`config.mk`:
```
export PLATFORM = sky130hd
export DESIGN_NAME = instr_encoder
export DESIGN_NICKNAME = d
export VERILOG_FILES = /design/src/rtl/mips31_pkg.sv /design/src/rtl/instr_fifo.sv /design/src/rtl/instr_encoder.sv
export SDC_FILE = /design/constraint.sdc
export NUM_CORES = 1
export LEC_CHECK = 0
export BUFFER_PORTS_ARGS = -buffer_cell sky130_fd_sc_hd__buf_2
export CELL_PAD_IN_SITES_DETAIL_PLACEMENT = 1
export CELL_PAD_IN_SITES_GLOBAL_PLACEMENT = 1
export CORE_ASPECT_RATIO = 0.7
export CORE_MARGIN = 4
export CORE_UTILIZATION = 44
export CTS_BUF_LIST = sky130_fd_sc_hd__clkbuf_16
export DETAILED_ROUTE_END_ITERATION = 7
export PLACE_DENSITY_LB_ADDON = 0.1
export SETUP_SLACK_MARGIN = 0.5
export SLEW_MARGIN = 25
export SYNTH_ARGS = -nofsm -noshare
export SYNTH_HDL_FRONTEND = slang
export SYNTH_SLANG_ARGS = --single-unit
```
`constraint.sdc`:
```
create_clock -name clk -period 5.2 [get_ports clk]
set_clock_uncertainty 0.2 [all_clocks]
set_input_delay 0.78 -clock clk [delete_from_list [all_inputs] [get_ports clk]]
set_output_delay 0.78 -clock clk [all_outputs]
set_load 0.005 [all_outputs]
```
`src/rtl/mips31_pkg.sv`:
```
// Shared MIPS31 definitions: one-hot select bit positions, opcode/funct
// values and the instruction format classification used by the encoder
// (and, later, by the decoder).
package mips31_pkg;

  // Number of real operations in the one-hot select (bit 31 is reserved)
  localparam int unsigned NUM_OPS = 31;

  // One-hot bit index of each operation in in_choose
  localparam logic [4:0] IDX_ADD   = 5'd0;
  localparam logic [4:0] IDX_ADDU  = 5'd1;
  localparam logic [4:0] IDX_SUB   = 5'd2;
  localparam logic [4:0] IDX_SUBU  = 5'd3;
  localparam logic [4:0] IDX_AND   = 5'd4;
  localparam logic [4:0] IDX_OR    = 5'd5;
  localparam logic [4:0] IDX_XOR   = 5'd6;
  localparam logic [4:0] IDX_NOR   = 5'd7;
  localparam logic [4:0] IDX_SLT   = 5'd8;
  localparam logic [4:0] IDX_SLTU  = 5'd9;
  localparam logic [4:0] IDX_SLL   = 5'd10;
  localparam logic [4:0] IDX_SRL   = 5'd11;
  localparam logic [4:0] IDX_SRA   = 5'd12;
  localparam logic [4:0] IDX_SLLV  = 5'd13;
  localparam logic [4:0] IDX_SRLV  = 5'd14;
  localparam logic [4:0] IDX_SRAV  = 5'd15;
  localparam logic [4:0] IDX_JR    = 5'd16;
  localparam logic [4:0] IDX_ADDI  = 5'd17;
  localparam logic [4:0] IDX_ADDIU = 5'd18;
  localparam logic [4:0] IDX_ANDI  = 5'd19;
  localparam logic [4:0] IDX_ORI   = 5'd20;
  localparam logic [4:0] IDX_XORI  = 5'd21;
  localparam logic [4:0] IDX_LW    = 5'd22;
  localparam logic [4:0] IDX_SW    = 5'd23;
  localparam logic [4:0] IDX_BEQ   = 5'd24;
  localparam logic [4:0] IDX_BNE   = 5'd25;
  localparam logic [4:0] IDX_SLTI  = 5'd26;
  localparam logic [4:0] IDX_SLTIU = 5'd27;
  localparam logic [4:0] IDX_LUI   = 5'd28;
  localparam logic [4:0] IDX_J     = 5'd29;
  localparam logic [4:0] IDX_JAL   = 5'd30;

  // Primary opcodes
  localparam logic [5:0] OPC_SPECIAL = 6'h00;
  localparam logic [5:0] OPC_J       = 6'h02;
  localparam logic [5:0] OPC_JAL     = 6'h03;
  localparam logic [5:0] OPC_BEQ     = 6'h04;
  localparam logic [5:0] OPC_BNE     = 6'h05;
  localparam logic [5:0] OPC_ADDI    = 6'h08;
  localparam logic [5:0] OPC_ADDIU   = 6'h09;
  localparam logic [5:0] OPC_SLTI    = 6'h0A;
  localparam logic [5:0] OPC_SLTIU   = 6'h0B;
  localparam logic [5:0] OPC_ANDI    = 6'h0C;
  localparam logic [5:0] OPC_ORI     = 6'h0D;
  localparam logic [5:0] OPC_XORI    = 6'h0E;
  localparam logic [5:0] OPC_LUI     = 6'h0F;
  localparam logic [5:0] OPC_LW      = 6'h23;
  localparam logic [5:0] OPC_SW      = 6'h2B;

  // SPECIAL funct codes
  localparam logic [5:0] FN_SLL  = 6'h00;
  localparam logic [5:0] FN_SRL  = 6'h02;
  localparam logic [5:0] FN_SRA  = 6'h03;
  localparam logic [5:0] FN_SLLV = 6'h04;
  localparam logic [5:0] FN_SRLV = 6'h06;
  localparam logic [5:0] FN_SRAV = 6'h07;
  localparam logic [5:0] FN_JR   = 6'h08;
  localparam logic [5:0] FN_ADD  = 6'h20;
  localparam logic [5:0] FN_ADDU = 6'h21;
  localparam logic [5:0] FN_SUB  = 6'h22;
  localparam logic [5:0] FN_SUBU = 6'h23;
  localparam logic [5:0] FN_AND  = 6'h24;
  localparam logic [5:0] FN_OR   = 6'h25;
  localparam logic [5:0] FN_XOR  = 6'h26;
  localparam logic [5:0] FN_NOR  = 6'h27;
  localparam logic [5:0] FN_SLT  = 6'h2A;
  localparam logic [5:0] FN_SLTU = 6'h2B;

  typedef enum logic [1:0] {
    FMT_R = 2'd0,
    FMT_I = 2'd1,
    FMT_J = 2'd2
  } instr_fmt_e;

  // Format of an operation given its one-hot bit index
  function automatic instr_fmt_e fmt_of(input logic [4:0] idx);
    if (idx <= IDX_JR) begin
      return FMT_R;
    end else if (idx <= IDX_LUI) begin
      return FMT_I;
    end
    return FMT_J;
  endfunction

  // funct field for SPECIAL operations (0 for everything else)
  function automatic logic [5:0] funct_of(input logic [4:0] idx);
    case (idx)
      IDX_ADD:  return FN_ADD;
      IDX_ADDU: return FN_ADDU;
      IDX_SUB:  return FN_SUB;
      IDX_SUBU: return FN_SUBU;
      IDX_AND:  return FN_AND;
      IDX_OR:   return FN_OR;
      IDX_XOR:  return FN_XOR;
      IDX_NOR:  return FN_NOR;
      IDX_SLT:  return FN_SLT;
      IDX_SLTU: return FN_SLTU;
      IDX_SLL:  return FN_SLL;
      IDX_SRL:  return FN_SRL;
      IDX_SRA:  return FN_SRA;
      IDX_SLLV: return FN_SLLV;
      IDX_SRLV: return FN_SRLV;
      IDX_SRAV: return FN_SRAV;
      IDX_JR:   return FN_JR;
      default:  return 6'h00;
    endcase
  endfunction

  // Primary opcode for an operation (SPECIAL for all R-type)
  function automatic logic [5:0] opcode_of(input logic [4:0] idx);
    case (idx)
      IDX_ADDI:  return OPC_ADDI;
      IDX_ADDIU: return OPC_ADDIU;
      IDX_ANDI:  return OPC_ANDI;
      IDX_ORI:   return OPC_ORI;
      IDX_XORI:  return OPC_XORI;
      IDX_LW:    return OPC_LW;
      IDX_SW:    return OPC_SW;
      IDX_BEQ:   return OPC_BEQ;
      IDX_BNE:   return OPC_BNE;
      IDX_SLTI:  return OPC_SLTI;
      IDX_SLTIU: return OPC_SLTIU;
      IDX_LUI:   return OPC_LUI;
      IDX_J:     return OPC_J;
      IDX_JAL:   return OPC_JAL;
      default:   return OPC_SPECIAL;
    endcase
  endfunction

endpackage

```
`src/rtl/instr_fifo.sv`:
```
// DEPTH x WIDTH synchronous FIFO with head-of-queue visible combinationally.
// Pointers carry one extra wrap bit to tell full from empty.
module instr_fifo #(
  parameter int unsigned DEPTH = 4,
  parameter int unsigned WIDTH = 32
) (
  input  logic             clk,
  input  logic             rst_n,
  input  logic             flush,
  input  logic             push,
  input  logic [WIDTH-1:0] push_data,
  input  logic             pop,
  output logic [WIDTH-1:0] head,
  output logic             full,
  output logic             empty
);

  localparam int unsigned AW = (DEPTH > 1) ? $clog2(DEPTH) : 1;

  logic [AW:0]      wr_ptr_q, wr_ptr_d;
  logic [AW:0]      rd_ptr_q, rd_ptr_d;
  logic [WIDTH-1:0] mem_q [DEPTH];
  logic             do_push;
  logic             do_pop;

  assign empty = (wr_ptr_q == rd_ptr_q);
  assign full  = (wr_ptr_q[AW] != rd_ptr_q[AW]) &&
                 (wr_ptr_q[AW-1:0] == rd_ptr_q[AW-1:0]);
  assign head  = mem_q[rd_ptr_q[AW-1:0]];

  // Next pointer values; flush wins over push and pop
  always_comb begin
    do_push  = push & ~full & ~flush;
    do_pop   = pop & ~empty & ~flush;
    wr_ptr_d = wr_ptr_q;
    rd_ptr_d = rd_ptr_q;
    if (flush) begin
      wr_ptr_d = '0;
      rd_ptr_d = '0;
    end else begin
      if (do_push) wr_ptr_d = wr_ptr_q + (AW + 1)'(1);
      if (do_pop)  rd_ptr_d = rd_ptr_q + (AW + 1)'(1);
    end
  end

  // Pointer registers
  always_ff @(posedge clk or negedge rst_n) begin
    if (!rst_n) begin
      wr_ptr_q <= '0;
      rd_ptr_q <= '0;
    end else begin
      wr_ptr_q <= wr_ptr_d;
      rd_ptr_q <= rd_ptr_d;
    end
  end

  // Storage array; contents need no reset since empty masks them
  always_ff @(posedge clk) begin
    if (do_push) begin
      mem_q[wr_ptr_q[AW-1:0]] <= push_data;
    end
  end

endmodule

```
`src/rtl/instr_encoder.sv`:
```
// Encodes one-hot MIPS31 operation requests into 32-bit instruction words,
// buffers them and writes them sequentially into IMEM from BASE_ADDR.
module instr_encoder
  import mips31_pkg::*;
#(
  parameter int unsigned DEPTH     = 4,
  parameter logic [31:0] BASE_ADDR = 32'h0000_0000
) (
  input  logic        clk,
  input  logic        rst_n,
  input  logic        restart,
  input  logic        in_valid,
  output logic        in_ready,
  input  logic [31:0] in_choose,
  input  logic [4:0]  in_rs,
  input  logic [4:0]  in_rt,
  input  logic [4:0]  in_rd,
  input  logic [4:0]  in_shamt,
  input  logic [15:0] in_imm,
  input  logic [25:0] in_target,
  input  logic        imem_ready,
  output logic        imem_we,
  output logic [31:0] imem_addr,
  output logic [31:0] imem_wdata,
  output logic        err,
  output logic [7:0]  err_cnt,
  output logic        busy
);

  logic [4:0]  op_idx;
  logic        legal;
  instr_fmt_e  fmt;
  logic [4:0]  rs_f, rt_f, rd_f, sh_f;
  logic [31:0] enc_word;

  logic        accept, push, reject, pop;
  logic [31:0] addr_q, addr_d;
  logic        err_q, err_d;
  logic [7:0]  err_cnt_q, err_cnt_d;

  logic [31:0] fifo_head;
  logic        fifo_full, fifo_empty;

  // Legal means exactly one of bits 30:0 set and the reserved bit clear
  assign legal = ~in_choose[31] && (in_choose[30:0] != '0) &&
                 ((in_choose[30:0] & (in_choose[30:0] - 31'd1)) == '0);

  // Convert the one-hot select to a bit index (only meaningful when legal)
  always_comb begin
    op_idx = '0;
    for (int i = 0; i < NUM_OPS; i++) begin
      if (in_choose[i]) op_idx = 5'(i);
    end
  end

  // Build the instruction word, zeroing fields the format does not use
  always_comb begin
    rs_f     = in_rs;
    rt_f     = in_rt;
    rd_f     = in_rd;
    sh_f     = in_shamt;
    enc_word = '0;
    fmt      = fmt_of(op_idx);
    case (fmt)
      FMT_R: begin
        // Only the immediate shifts carry shamt; they have no rs operand
        if (op_idx == IDX_SLL || op_idx == IDX_SRL || op_idx == IDX_SRA) begin
          rs_f = '0;
        end else begin
          sh_f = '0;
        end
        if (op_idx == IDX_JR) begin
          rt_f = '0;
          rd_f = '0;
        end
        enc_word = {OPC_SPECIAL, rs_f, rt_f, rd_f, sh_f, funct_of(op_idx)};
      end
      FMT_I: begin
        if (op_idx == IDX_LUI) rs_f = '0;
        enc_word = {opcode_of(op_idx), rs_f, rt_f, in_imm};
      end
      FMT_J: begin
        enc_word = {opcode_of(op_idx), in_target};
      end
      default: enc_word = '0;
    endcase
  end

  // Handshake, drain and error bookkeeping
  always_comb begin
    accept    = in_valid & in_ready;
    push      = accept & legal & ~restart;
    reject    = accept & ~legal;
    pop       = imem_we & imem_ready;
    addr_d    = addr_q;
    err_d     = reject;
    err_cnt_d = err_cnt_q;
    if (restart) begin
      addr_d = BASE_ADDR;
    end else if (pop) begin
      addr_d = addr_q + 32'd4;
    end
    if (reject && (err_cnt_q != 8'hFF)) begin
      err_cnt_d = err_cnt_q + 8'd1;
    end
  end

  // Address and error registers
  always_ff @(posedge clk or negedge rst_n) begin
    if (!rst_n) begin
      addr_q    <= BASE_ADDR;
      err_q     <= 1'b0;
      err_cnt_q <= '0;
    end else begin
      addr_q    <= addr_d;
      err_q     <= err_d;
      err_cnt_q <= err_cnt_d;
    end
  end

  instr_fifo #(
    .DEPTH (DEPTH),
    .WIDTH (32)
  ) u_fifo (
    .clk       (clk),
    .rst_n     (rst_n),
    .flush     (restart),
    .push      (push),
    .push_data (enc_word),
    .pop       (pop),
    .head      (fifo_head),
    .full      (fifo_full),
    .empty     (fifo_empty)
  );

  assign in_ready   = ~fifo_full;
  assign busy       = ~fifo_empty;
  assign imem_we    = ~fifo_empty;
  assign imem_wdata = fifo_empty ? 32'h0 : fifo_head;
  assign imem_addr  = addr_q;
  assign err        = err_q;
  assign err_cnt    = err_cnt_q;

endmodule

```
== Word-level counts from Yosys, hierarchy flattened ==
Memories as Yosys holds them, arrays and structs flattened.
Index checks and enable logic that the tools add are counted.

* Bitwise operators: 15
* Reduce and logical (&&, ||, !) cells: 12
* $add $sub $neg: 5
* Shifts and indexed selects: 0
* Mux-type cells: 50
* $lt $le $gt $ge: 2
* $mul: 0
* Div/mod/pow operators: 0
* Equal/unequal tests: 11

{| class="wikitable"
|+ Operator list
! kind !! number
|-
| 5-bit two-way mux || 33
|-
| 32-bit two-way mux || 3
|-
| 32-bit case mux with 3 select lines || 1
|-
| 32-bit by 3-bit adder with 32-bit output (second input constant) || 1
|-
| 31-bit bitwise AND || 1
|-
| 31-bit logical NOT || 1
|-
| 31-bit nonzero test || 1
|-
| 31-bit by 1-bit subtractor with 31-bit output (second input constant) || 1
|-
| 5-bit by 4-bit == test with 1-bit output (second input constant) || 3
|-
| 3-bit two-way mux || 4
|-
| 5-bit == test (second input constant) || 2
|-
| 5-bit less-or-equal comparator (second input constant) || 2
|-
| 1-bit bitwise AND || 9
|-
| 8-bit by 1-bit adder with 8-bit output (second input constant) || 1
|-
| 2-bit two-way mux || 4
|-
| 8-bit != test (second input constant) || 1
|-
| 3-bit by 1-bit adder with 3-bit output (second input constant) || 2
|-
| 2-bit nonzero test || 3
|-
| 1-bit two-way mux || 5
|-
| 1-bit NOT || 5
|-
| 1-bit logical AND || 4
|-
| 3-bit == test || 1
|-
| 2-bit by 1-bit == test with 1-bit output (second input constant) || 1
|-
| 2-bit == test || 1
|-
| 4 further kinds || 5
|}

* Memories: 4
* Bits of input ports: 99
* Logic and storage cells: 104
* Latch bits: 0
* Output and inout bits: 76
* ROM bits: 480
* Bits in registers: 47
* Memory bits (writable): 128

{| class="wikitable"
|+ Memories
! name !! depth !! bits a word !! rd ports !! clocked after memory_dff !! wr ports !! line !! source
|-
| (name not given) || 32 || 5 || 1 || 0 || 0 || mips31_pkg.sv:96 || <nowiki>case (idx)</nowiki>
|-
| (name not given) || 32 || 5 || 1 || 0 || 0 || mips31_pkg.sv:120 || <nowiki>case (idx)</nowiki>
|-
| (name not given) || 32 || 5 || 1 || 0 || 0 || mips31_pkg.sv:120 ||
|-
| u_fifo.mem_q || 4 || 32 || 1 || 0 || 1 || instr_fifo.sv:22 || <nowiki>logic [WIDTH-1:0] mem_q [DEPTH];</nowiki>
|}

== Logic depth before layout (Yosys ltp) ==
Gate-level depths: netlist of run 1.

* Depth in word-level cells: 36
* Gate-level depth with buffers: 13
* Depth with buffers taken out: 12

== Modules after synthesis ==
A second synthesis of run 1 with hierarchy kept.

* Cells, all modules: 716
* Area, all modules: 8,971.1 µm²

{| class="wikitable"
|+ Modules (own cells, without submodules)
! module !! area each (µm²) !! cells each !! sequential area each (µm²) !! times used
|-
| instr_fifo || 5,168.7 || 231 || 3,993.8 || 1
|-
| instr_encoder || 3,802.4 || 485 || 975.9 || 1
|}

== Worst setup path after synthesis of run 1 ==
No wires, ideal clock.

* Path type: in2reg
* Start: in in_choose[9]
* End: mem u_fifo.mem_q[1][0] (enable)
* Library setup time: 464 ps
* Path slack: -270 ps
* Stages: 8
* Data required time: 4,536 ps
* Path buffers: 1
* Data arrival time: 4,806 ps
* Path through: buf_6 or4_4 o31a_1 o22ai_1 nand4_1 nor4_1 nand4_1 nor3b_1

* Cells in the longest elaborated chain, start to end: 10
* Elaborated cells between the ends (all ways): 12
* Those cells by class: 1 x add/sub; 2 x mux; 5 x bitwise; 4 x reduce/logical

{| class="wikitable"
|+ RTL lines
! item !! line !! source
|-
| start: declaration || instr_encoder.sv:14 || <nowiki>input logic [31:0] in_choose,</nowiki>
|-
| 31-bit by 1-bit subtractor with 31-bit output || instr_encoder.sv:46 || <nowiki>((in_choose[30:0] & (in_choose[30:0] - 31'd1)) == '0);</nowiki>
|-
| 31-bit bitwise AND || instr_encoder.sv:46 ||
|-
| 31-bit logical NOT || instr_encoder.sv:46 ||
|-
| 1-bit logical AND * || instr_encoder.sv:45 || <nowiki>assign legal = ~in_choose[31] && (in_choose[30:0] != '0) &&</nowiki>
|-
| 1-bit bitwise AND * (2 in series) || instr_encoder.sv:92 || <nowiki>push = accept & legal & ~restart;</nowiki>
|-
| 1-bit bitwise AND * (2 in series) || instr_fifo.sv:33 || <nowiki>do_push = push & ~full & ~flush;</nowiki>
|-
| 1-bit two-way mux * || instr_fifo.sv:59 || <nowiki>if (do_push) begin</nowiki>
|-
| 1-bit two-way mux (implied by the code) * || instr_fifo.sv:60 || <nowiki>mem_q[wr_ptr_q[AW-1:0]] <= push_data;</nowiki>
|-
| end: declaration || instr_fifo.sv:22 ||
|}

Every way passes the cells marked *; elsewhere a longest branch is shown, timed or not.

== Worst setup path after layout of run 1 ==
* Start: in in_choose[3]
* End: mem u_fifo.mem_q[1][23] (data pin)

* Cells in the longest elaborated chain, start to end: 34
* Elaborated cells between the ends (all ways): 46
* Those cells by class: 2 x order compare; 6 x eq/ne; 35 x mux; 3 x reduce/logical

{| class="wikitable"
|+ RTL lines
! item !! line !! source
|-
| 5-bit two-way mux * (28 in series) || instr_encoder.sv:52 || <nowiki>if (in_choose[i]) op_idx = 5'(i);</nowiki>
|-
| 5-bit less-or-equal comparator || mips31_pkg.sv:88 || <nowiki>end else if (idx <= IDX_LUI) begin</nowiki>
|-
| 1-bit two-way mux || mips31_pkg.sv:88 ||
|-
| 1-bit two-way mux || mips31_pkg.sv:86 || <nowiki>if (idx <= IDX_JR) begin</nowiki>
|-
| 2-bit two-way mux || mips31_pkg.sv:91 || <nowiki>return FMT_J;</nowiki>
|-
| 2-bit == test, or another cell as far along || instr_encoder.sv:64 || <nowiki>case (fmt)</nowiki>
|-
| 32-bit case mux with 3 select lines * || instr_encoder.sv:64 ||
|-
| via enc_word[23] || instr_encoder.sv:34 || <nowiki>logic [31:0] enc_word;</nowiki>
|}

Mark *: on every way through the listed nets, which the timed path passes. The rest lies on a longest branch.

==> results.md, run 1 <==
- Outcome: finished clean
- Synth area leader: edfxtp_1
- Port buffer count: about 170
- Synthesized area per cell: about 13 um2
- Critical Path AT: ~4.5 ns
- WL final: roughly 23,000 um
- Fraction of post-synthesis cell area in the top cell type by area: roughly 43%
- Core area: 0.01902 mm2
- Die Width: approximately 170 um
- Reg2Reg Depth: 7
- Slew @ Worst Pin: 1.034 ns
- Via density: 5.664
- RSZ-0062 raised after global routing: false
- Clk buf depth: 2
- Worst min path class: input port to async pin
- Reg clk slew, reported paths: approximately 0.08 ns
- Main synth FF type: edfxtp_1
- Final Slew Violations: 0
- First-pass GRT wire length: ~37,000 um
- Setup crit start: in_choose[3]
- Detailed Route Iter0 Violations: between 500 and 600
- Count leader, synth: edfxtp_1
- Reg-to-reg startpoint: u_fifo.wr_ptr_q[0]$_DFFE_PN0P_
- Initial antenna violation count: 0
- Total power density per cell area: roughly 290 mW/mm2
- Area occupied by multi-input gates: 0.003557 mm2
- P_leak: 0.003984 uW
- DRT Pass-1 Iters: 4
- Post-route DRC: 0
- NumNets Final: 966
- Vias in the first global route: 6,783
- Post-CTS resize count: 0
- Setup-failing EPs final: 0
- I/O Pins: between 150 and 200
- Synth cell count leaders: edfxtp_1, nor2_1, nand2_1
- Final core occ: around 54%
- Starting Density: a little under half
- Max_cap viols: 0
- Reg-to-reg slack, setup: between 1.5 and 2 ns
- Fraction of layout cells with a size suffix above 1: roughly a third
- GRT Residual Overflow: 0
- Kind of critical path: input port to flip-flop
- Nature of the critical path startpoint: input port
- Placer Congestion: between 0.8 and 0.9
- Synth Warn #: 0
- Post-route cell area: 0.01032 mm2
- Crit end category: flip-flop
- Worst skew pair latency: ~0.43 ns
- P&R area growth vs syn: 20.23%
- Worst vdd ir: about 0.00022 V
- Die area: between 0.02 and 0.025 mm2
- Fin crit share: 84.89%
- Cts hold-fix bufs: 0
- Asr flop ratio synth: approximately a quarter
- CTS root buf: clkbuf_16
- DRT antenna net count: 0
- DP Area: slightly below 0.01 mm2
- Gr usage total: approximately a fifth
- Fmax: about 230 MHz
- CTS sink cnt: 169
- Syn Std Cell Area: about 0.0086 mm2
- H-tree levels: 4
- Largest net degree at the start of global routing: 46
- Flops & latches, synth: around 170
- Antenna diodes: 0
- TritonCTS Buffers: 17
- Final hold violation count: 0
- Setup TNS: 0 ns
- Routed length per instance: 20.45 um
- Post-synth EDFFs: 124
- Post-Synthesis Cells: roughly 690
- Vias post-DR: ~6.4k
- # Post-CTS Setup Buffers: 0
- DP HPWL: 16,220 um
- WP data required: approximately 5.3 ns
- TritonCTS clock tree: yes
- Num rows: 42
- Die H: approximately 120 um
- Period minus WS final: between 4 and 5 ns
- Post-synthesis sequential area ratio: about 56%
- Terminus of the critical flop-to-flop path: imem_addr[18]$_DFFE_PN0N_
- Slew HR: around 31%
- CP Max Fanout: 6
- Synth area leaders: edfxtp_1, dfrtp_1, mux4_2
- Register area: around 0.0049 mm2
- Fillers: around 2k
- Cell variety after synth: 67
[flip-flops by register name, summed over array words and instances, names as in the netlist]
register and count:
u_fifo.rd_ptr_q 3, u_fifo.wr_ptr_q 3, imem_addr 30, err_cnt 8, u_fifo.mem_q 124, err 1
[layout make-up]
cell class,count,share of cell area [%]
Clock inverter,15,1.515
Timing Repair Buffer,182,9.115
Multi-Input combinational cell,466,34.46
Clock buffer,17,4.121
Sequential cell,169,47.01
Inverter,16,0.5818
Tap cell,264,3.200
[power breakdown]
part	switching, uW	internal, uW
clock network	587	638
registers	34.9	1480
logic	150	112
total	772	2230
[layer usage]
| layer | track usage, % | vias to the layer above | share of wire, % |
|---|---|---|---|
| li1 | - | 2946 | - |
| met1 | 30.40 | 3240 | 46 |
| met2 | 33.78 | 189 | 47 |
| met3 | 4.308 | 20 | 5.2 |
| met4 | 5.355 | 0 | 1.1 |
| met5 | 0 | - | 0 |
[stage by stage]
step | std cells | worst slack [ns] | hold WS [ns] | power, uW
CTS | 1129 | 0.8146 | 0.3069 | 3036
global placement | 1097 | 0.6162 | 0.2832 | 1794
floorplan | 687 | -0.2701 | 0.2844 | 1679
global route | 1129 | 0.5410 | 0.1648 | 3137
finish | 1129 | 0.7859 | 0.1395 | 3004
detailed placement | 1097 | 0.3932 | 0.2932 | 1808
[logic make-up after synthesis]
group           Yosys count  synth area share, %
compound gates          107                9.123
buf+inv                  52                2.652
fa+ha+maj                17                2.419
simple gates            265                16.56
other cells               1              0.04368
xor+xnor                 35                3.570
flops                   169                56.48
mux                      39                9.152
[how the worst max path moves through the flow]
| stage | slack (ns) | end | depth (start not counted) |
|---|---|---|---|
| 3_3_place_gp | 0.62 | u_fifo.mem_q[0][28]$_DFFE_PP_ | 8 |
| 2_1_floorplan | -0.27 | u_fifo.mem_q[1][0]$_DFFE_PP_ | 8 |
| 3_5_place_dp | 0.39 | u_fifo.mem_q[3][23]$_DFFE_PP_ | 14 |
| 5_1_grt | 0.54 | u_fifo.mem_q[1][22]$_DFFE_PP_ | 14 |
| 6_report | 0.79 | u_fifo.mem_q[1][23]$_DFFE_PP_ | 14 |
| 4_1_cts | 0.81 | u_fifo.mem_q[3][23]$_DFFE_PP_ | 14 |
[layout by cell type, fill, tap and decap left out, drive strengths merged, types with 12 or more instances in the layout]
cell,instances
a21oi,24
and2,36
buf,182
clkbuf,17
dfrtp,45
edfxtp,124
ha,15
inv,22
mux4,31
nand2,53
nand3,37
nand4,15
nor2,54
nor3,16
nor4,15
o21ai,15
xnor2,12
xor2,23
[worst max-delay path: stages]
cell and delay [ns]:
buf_2 0.14, nor2_1 0.22, o31ai_1 0.10, a211o_1 0.30
a21oi_1 0.22, o41ai_1 0.11, buf_4 0.16, a21oi_1 0.41
inv_1 0.20, ha_1 0.25, a2111oi_0 0.50, a211oi_1 0.28
nor2_1 0.53, a22o_1 0.29
No activity file was read; power rests on OpenSTA's default activity.
==> run 2: changes to the inputs <==
--- a/config.mk
+++ b/config.mk
@@ -10,7 +10,7 @@
 export CELL_PAD_IN_SITES_GLOBAL_PLACEMENT = 1
 export CORE_ASPECT_RATIO = 0.7
 export CORE_MARGIN = 4
-export CORE_UTILIZATION = 44
+export CORE_UTILIZATION = 40
 export CTS_BUF_LIST = sky130_fd_sc_hd__clkbuf_16
 export DETAILED_ROUTE_END_ITERATION = 7
 export PLACE_DENSITY_LB_ADDON = 0.1
==> constraint.sdc (replaced) <==
create_clock -name clk -period 3.9 [get_ports clk]
set_clock_uncertainty 0.2 [all_clocks]
set_input_delay 0.585 -clock clk [delete_from_list [all_inputs] [get_ports clk]]
set_output_delay 0.585 -clock clk [all_outputs]
set_load 0.005 [all_outputs]
==> results.md, run 2 (synthesis gave the netlist of run 1 again) <==
- Outcome: complete, but fails checks
- Violations in the final reports: negative hold slack
- Commonest non-fill, non-tap cell in the layout: buf_2
- CP Max Fanout: 6 (unchanged)
- Num rows: 44 (+4.8%)
- WL final: 23,670 um (+2.5%)
- DP HPWL: 16,850 um (+3.9%)
- Post-route cell area: 0.01075 mm2 (+4.1%)
- Fin Hold WS: -0.003810 ns (-0.1433 ns)
- Final Non-Filler Cells: 1,166 (+3.3%)
- Setup-failing EPs final: 0 (unchanged)
- Reg2Reg Depth: 7 (unchanged)
- RSZ-0062 raised after global routing: true
- Kind of critical path: input port to flip-flop
- Nature of the critical path startpoint: input port
- Most frequent cells in the layout: buf_2, edfxtp_1, nor2_1, nand2_1, dfrtp_1
- Reg-to-reg slack, setup: 0.72 ns (-1.19 ns)
- Vias post-DR: 6,540 (+2.3%)
- GRT Residual Overflow: 0 (unchanged)
- Setup TNS: 0 ns (unchanged)
- H-tree levels: 4 (unchanged)
- Slew @ Worst Pin: 0.7201 ns (-0.3136 ns)
- Die H: 130.6 um (+4.6%)
- Area occupied by multi-input gates: 0.003674 mm2 (+3.3%)
- Die Width: 183.1 um (+4.7%)
- Crit end category: flip-flop
- Fillers: 2,232 (+9.4%)
- Final Slew Violations: 0 (unchanged)
- Reg clk slew, reported paths: 0.07 ns (about the same)
- Period minus WS final: between 3 and 4 ns
- Vias in the first global route: 6,859 (+1.1%)
- DRT antenna net count: 0 (unchanged)
- Core area: 0.02092 mm2 (+10%)
- CTS sink cnt: 169 (unchanged)
- Clk buf depth: 2 (unchanged)
- Die area: 0.02391 mm2 (+9.4%)
- DRT Pass-1 Iters: 5 (+1)
- Critical Path AT: 3.25 ns (-1.23 ns)
- Via density: 5.609 (-0.98%)
- Detailed Route Iter0 Violations: 340 (-38%)
- Max_cap viols: 0 (unchanged)
- Final hold violation count: 3 (+3)
- Max reg flops: 124 (unchanged)
- Port buffer count: 171 (unchanged)
- Starting Density: 41.04% (-4.1 points)
- Gr usage total: 19.88% (-1.4 points)
- TritonCTS clock tree: yes
- Placer Congestion: 0.8487 (-1.8%)
- DP Area: 0.009987 mm2 (+2.7%)
- Register area: 0.004852 mm2 (unchanged)
- WP data required: 3.86 ns (-1.41 ns)
- Fmax: between 300 and 400 MHz
- Tot Pwr: 4131 uW (+37%)
- Total power density per cell area: 384.3 mW/mm2 (+32%)
- P_leak: 0.004174 uW (+4.8%)
- P&R area growth vs syn: 25.18%
- CTS root buf: clkbuf_16
- Worst vdd ir: 0.0002943 V (+33%)
- Routed length per instance: 20.30 um (-0.73%)
- Worst skew pair latency: 0.43 ns (about the same)
- First-pass GRT wire length: 37,140 um (-0.13%)
- Post-route DRC: 0 (unchanged)
- Fin crit share: between 80% and 90%
- Post-Place Cells: 1,128 (+2.8%)
- Worst min path class: input port to async pin
- Slew HR: 51.99% (+21 points)
- TritonCTS Buffers: 17 (unchanged)
- Initial antenna violation count: 1 (+1)
- Fraction of layout cells with a size suffix above 1: 34.42% (+3.0 points)
- I/O Pins: 175 (unchanged)
- Cts hold-fix bufs: 0 (unchanged)
- Largest net degree at the start of global routing: 45 (-2.2%)
- NumNets Final: 990 (+2.5%)
==> run 2: critical path: stages <==
cell       delay (ns)
buf_2            0.14
nor2_1           0.17
o31ai_1          0.10
a211o_1          0.32
a21oi_2          0.21
o41ai_2          0.13
a21oi_2          0.22
inv_1            0.12
ha_1             0.24
a2111oi_4        0.39
a211oi_4         0.08
buf_4            0.18
a221o_1          0.36
==> run 2: final cells by class <==
class                           count  area share (%)
Clock buffer                       17           3.958
Clock inverter                     15           1.735
Tap cell                          276           3.213
Timing Repair Buffer              206           11.19
Sequential cell                   169           45.15
Inverter                           16          0.5588
Antenna cell                        1         0.02328
Multi-Input combinational cell    466           34.18
==> run 2: final timing paths <==
path | end | from
max | u_fifo.mem_q[1][8]$_DFFE_PP_ | in_choose[7]
min | imem_addr[24]$_DFFE_PN0N_ | rst_n
max reg2reg | imem_addr[31]$_DFFE_PN0N_ | imem_addr[12]$_DFFE_PN0N_
min reg2reg | err_cnt[7]$_DFFE_PN0P_ | err_cnt[7]$_DFFE_PN0P_
max in group asynchronous | err_cnt[5]$_DFFE_PN0P_ | rst_n
min in group clk | err_cnt[7]$_DFFE_PN0P_ | err_cnt[7]$_DFFE_PN0P_
==> run 2: layer usage <==
| layer | GRT usage, % | up-vias | wire length (um) |
|---|---|---|---|
| li1 | - | 2998 | - |
| met1 | 28.67 | 3324 | 11030 |
| met2 | 31.47 | 206 | 11080 |
| met3 | 4.621 | 12 | 1428 |
| met4 | 3.722 | 0 | 133 |
| met5 | 0 | - | 0 |
==> run 2: timing repair <==
action,in CTS,in global routing
setup buffers,0,3
pin swaps,0,4
gates resized for setup,6,8
gates cloned,0,2
endpoints found under the setup margin,40,143
==> run 2: stage by stage <==
| stage | utilization, % | hold WS, ns | worst slack (ns) |
|---|---|---|---|
| finish | 51.38 | -0.003810 | 0.6047 |
| global route | 51.38 | 0.04866 | 0.4243 |
| CTS | 50.83 | 0.02517 | 0.5184 |
| detailed placement | 47.74 | 0.2896 | -0.4418 |
| global placement | 47.74 | 0.2825 | -0.2464 |
| floorplan | - | 0.08941 | -0.01262 |
==> run 2: report_power, final <==
part,leakage (uW),switching [uW],internal [uW]
registers,0.00171,48.3,1980
logic,0.00218,216,161
clock network,0.000292,758,970
total,0.00417,1020,3110
